**config.mk**
```make
export PLATFORM = sky130hd
export DESIGN_NAME = id_ex_stage
export DESIGN_NICKNAME = d
export VERILOG_FILES = /design/src/rtl/id_ex_stage.sv
export SDC_FILE = /design/constraint.sdc
export NUM_CORES = 1
export LEC_CHECK = 0
export ABC_AREA = 1
export CORE_AREA = 3 3 197 199
export DETAILED_ROUTE_END_ITERATION = 8
export DIE_AREA = 0 0 200 202
export PLACE_DENSITY = 0.75
export SLEW_MARGIN = 20
export SYNTH_ARGS = -nofsm -noshare
export SYNTH_HDL_FRONTEND = slang
export SYNTH_SLANG_ARGS = --single-unit
```
**constraint.sdc**
```tcl
create_clock -name clk -period 3.2 [get_ports clk]
set_input_delay 0.64 -clock clk [delete_from_list [all_inputs] [get_ports clk]]
set_output_delay 0.64 -clock clk [all_outputs]
set_load 0.02 [all_outputs]
```
**src/rtl/id_ex_stage.sv**
```systemverilog
// ID->EX pipeline register with writeback bypass,
// load-use bubble insertion, back-pressure and flush.
module id_ex_stage #(
   parameter int XLEN        = 64,
   parameter int RA_W        = 5,
   parameter int CTRL_W      = 8,
   parameter int MEMREAD_BIT = 0
) (
   input  logic              clk,
   input  logic              reset,
   input  logic              id_valid,
   output logic              id_ready,
   input  logic [RA_W-1:0]   id_rs1,
   input  logic [RA_W-1:0]   id_rs2,
   input  logic [RA_W-1:0]   id_rd,
   input  logic [XLEN-1:0]   id_rs1_data,
   input  logic [XLEN-1:0]   id_rs2_data,
   input  logic [XLEN-1:0]   id_imm,
   input  logic [CTRL_W-1:0] id_ctrl,
   input  logic              wb_we,
   input  logic [RA_W-1:0]   wb_rd,
   input  logic [XLEN-1:0]   wb_data,
   input  logic              flush,
   input  logic              ex_ready,
   output logic              ex_valid,
   output logic [XLEN-1:0]   ex_rs1_data,
   output logic [XLEN-1:0]   ex_rs2_data,
   output logic [XLEN-1:0]   ex_imm,
   output logic [RA_W-1:0]   ex_rs1,
   output logic [RA_W-1:0]   ex_rs2,
   output logic [RA_W-1:0]   ex_rd,
   output logic [CTRL_W-1:0] ex_ctrl,
   output logic              load_use_stall
);

   logic            adv;
   logic            hazard;
   logic            wb_hit1;
   logic            wb_hit2;
   logic [XLEN-1:0] op1;
   logic [XLEN-1:0] op2;

   // RF returns the pre-write value in the write cycle, so bypass here.
   function automatic logic [XLEN-1:0] byp(
      input logic [RA_W-1:0] idx,
      input logic [XLEN-1:0] rf
   );
      if (idx == '0)
         return '0;
      else if (wb_we && wb_rd == idx)
         return wb_data;
      else
         return rf;
   endfunction

   assign adv    = !ex_valid | ex_ready;
   assign hazard = id_valid & ex_valid & ex_ctrl[MEMREAD_BIT]
                 & (ex_rd != '0)
                 & ((ex_rd == id_rs1) | (ex_rd == id_rs2));

   assign load_use_stall = adv & hazard & !flush;
   assign id_ready       = (adv & !hazard) | flush;

   assign op1 = byp(id_rs1, id_rs1_data);
   assign op2 = byp(id_rs2, id_rs2_data);

   assign wb_hit1 = wb_we & (wb_rd != '0) & (wb_rd == ex_rs1);
   assign wb_hit2 = wb_we & (wb_rd != '0) & (wb_rd == ex_rs2);

   always_ff @(posedge clk) begin
      if (reset) begin
         ex_valid    <= 1'b0;
         ex_rs1_data <= '0;
         ex_rs2_data <= '0;
         ex_imm      <= '0;
         ex_rs1      <= '0;
         ex_rs2      <= '0;
         ex_rd       <= '0;
         ex_ctrl     <= '0;
      end else if (flush) begin
         ex_valid <= 1'b0;
      end else if (adv && hazard) begin
         ex_valid <= 1'b0;
      end else if (adv) begin
         ex_valid    <= id_valid;
         ex_rs1_data <= op1;
         ex_rs2_data <= op2;
         ex_imm      <= id_imm;
         ex_rs1      <= id_rs1;
         ex_rs2      <= id_rs2;
         ex_rd       <= id_rd;
         ex_ctrl     <= id_ctrl;
      end else begin
         // Held operands keep tracking writeback so they never go stale.
         if (wb_hit1)
            ex_rs1_data <= wb_data;
         if (wb_hit2)
            ex_rs2_data <= wb_data;
      end
   end

endmodule
```
==> out/results.ini <==
[grt]
grt_start_max_net_pins=99
grt_pass1_wl_mm=75.8
antenna_found_initial=4
gr-total-overflow=0
first_global_vias=13900
track_usage=0.234

[clock_network]
clk_pin_slew_worst_paths_ns=0.06
cts_tree=done
clk_latency_ns=0.55
clock_sinks=216
cts_buffers=26
htreeDepth=1
cts_buffer_depth=3
cts_root_buffer=clkbuf_16
cts_hold_buf=0

[synthesis]
synth-warning-count=0
synth_compound_area_frac=0.0909
synth-adder-area-share=0
synthSimpleGateAreaFrac=0.403
synth_cell_type_count=23
synth.avg_cell_area_um2=5.72
synthTopCellsByArea=dfxtp_1 (35%), nand2_1 (23%), nor2_1 (12%), inv_1 (9.5%), a21oi_1 (8.1%)
synthMuxAreaShare=0
synth_top_family_by_area=simple AND/OR/NAND/NOR gates
synth-seq-area-share=0.354
synth-xor-area-share=0.00503
yosys.area.top_type_share=0.354
netlist_area_um2=12200
syn_nets=2421
netlist_instances=2131
yosysTopAreaCell=dfxtp_1
synth_seq_cells=216

[final_layout]
final_common_cell=nand2_1
n_fill_cell=3646
nNetsFinal=2878
layout_common_cells=nand2_1 (735), clkdlybuf4s50_1 (504), nor2_1 (393)
drive_gt1_frac=0.0479
area_growth_pct=55.7
fin_area_um2=19000

[routing]
ant_nets=0
dr.pass1.iters=7
vias=14600
avgRoutedWirePerCell_um=16.0
drcViolationCount=0
initialDrtViolationCount=774
wirelength_mm=50.0
via_per_inst=4.68

[power_and_ir_drop]
p_leak_nw=9.40
finalPower_mw=8.34
powerDensity_nw_per_um2=439
vdd.ir_drop.worst_mv=0.401

[worst_setup_path]
start_kind=primary input
crit_family=buffers and inverters
arrival_ns=2.36
end_kind=primary output
crit_buf_inv=3
crit_chain=clkdlybuf4s50_1 -> inv_1 -> nand2_1 -> nand2_1 -> nor2_1 -> nand3_1 -> nand2_1 -> nand3_2 -> nor2_1 -> dlygate4sd2_1
critical_path_class=primary input to primary output
cp.required_ns=2.56
cp_max_fo=4
slowest_delay_ns=0.58
cpMostUsedCell=nand2_1
slowest_stage=clkdlybuf4s50_1

[place]
place_hpwl_mm=36.6
routabilityCongestion=0.884
port_buffers=507
placed_cell_area_um2=18000

[floorplan]
initial_core_util=0.326
die_w_um=200
die_area_um2=40400
io_pins=508
rows=71
die_y_um=202
coreArea_um2=37400

[run_status]
status=finished, final reports clean

[timing]
worst_slew_pin_slew_ns=0.860
maxSlewViolCount=0
period_share=0.936
rsz0062_at_grt=false
finalHoldViolCount=0
slew-limit-headroom=0.427
fin_crit_ns=3.00
clock.fmax_mhz=334
setup_violations=0
skew_ns=0.0190

[worst_hold_path]
hold_path.class=flip-flop to flip-flop

[run]
drv_cap=0

## synthesized netlist by cell type
cell / n
nand3_2: 3
dfxtp_1: 216
xor2_1: 5
buf_1: 8
nand3_1: 14
buf_6: 3
a21oi_1: 197
inv_2: 6
nand2_1: 736
nor2_2: 1
xnor2_1: 2
nor2_1: 393
buf_4: 5
o211ai_1: 1
or2_2: 7
nor3_1: 1
o21ai_1: 1
o21ai_0: 22
buf_2: 52
clkbuf_1: 65
nand4_1: 83
inv_1: 309
clkinv_1: 1
## flip-flops by register name (all words and copies together), names as in the netlist
name / count
ex_valid: 1
ex_rs2_data: 64
ex_ctrl: 8
ex_rs1: 5
ex_imm: 64
ex_rs1_data: 64
ex_rd: 5
ex_rs2: 5
## area by class of cell
type	instances	area, um^2	share of cell area
flip-flops and latches	216	4320	0.228
clock buffers	36	779	0.0411
well taps	511	639	0.0337
clock inverters	12	165	0.00870
inverters	316	1190	0.0627
multi-input cells	1466	6140	0.323
diodes	2	5.00	0.000264
repair buffers	562	5740	0.302
## power by group
| part | internal, mW | switching, mW |
|---|---|---|
| combinational | 0.997 | 1.09 |
| sequential | 2.89 | 0.121 |
| clock | 2.02 | 1.23 |
## kinds of logic after synthesis
logic type	count (synthesis)
compound gates	221
xor+xnor	7
buf+inv	449
flops	216
simple gates	1238
## metal layers
layer / share of wire / up-vias / global-route usage
li1: - / 7325 / -
met1: 0.38 / 6530 / 0.267
met2: 0.48 / 637 / 0.409
met3: 0.098 / 119 / 0.0625
met4: 0.044 / 2 / 0.102
met5: 0.00024 / - / 0
## per-stage QoR
step / utilization / hold slack, ns / cells / setup TNS, ns / setup slack, ns
6_report: 0.508 / 0.460 / 3121 / 0 / 0.203
3_5_place_dp: 0.482 / 0.453 / 3071 / -0.127 / -0.0881
3_3_place_gp: 0.482 / 0.447 / 3071 / -0.0991 / -0.0827
2_1_floorplan: - / 0.536 / 2131 / 0 / 1.16
4_1_cts: 0.508 / 0.462 / 3119 / 0 / 0.188
5_1_grt: 0.508 / 0.474 / 3121 / 0 / 0.0562
## worst reg2reg max path, cell delays in order (launching register included)
cell     delay (ns)
dfxtp_1        0.55
nor2_1         0.10
nor2_1         0.11
nor2_1         0.04
nand3_1        0.10
nand2_1        0.11
nand2_2        0.08
buf_4          0.60
nand3_4        0.17
buf_12         0.28
nand2_1        0.16
a21oi_1        0.07
## final timing paths
check | cells after the start | start | slack, ns | end
max reg2reg | 11 | ex_rd[0] | 0.68 | ex_imm[2]
min reg2reg | 2 | ex_ctrl[2] | 0.46 | ex_ctrl[2]
max | 10 | id_rs1[3] | 0.20 | load_use_stall
min | 2 | ex_ctrl[2] | 0.46 | ex_ctrl[2]
## repair_timing
item,CTS,global route
endpoints found under the setup margin,2,0
setup buffers,0,0
resized for setup,2,0
Note: power is estimated with default switching activity, not from simulation.
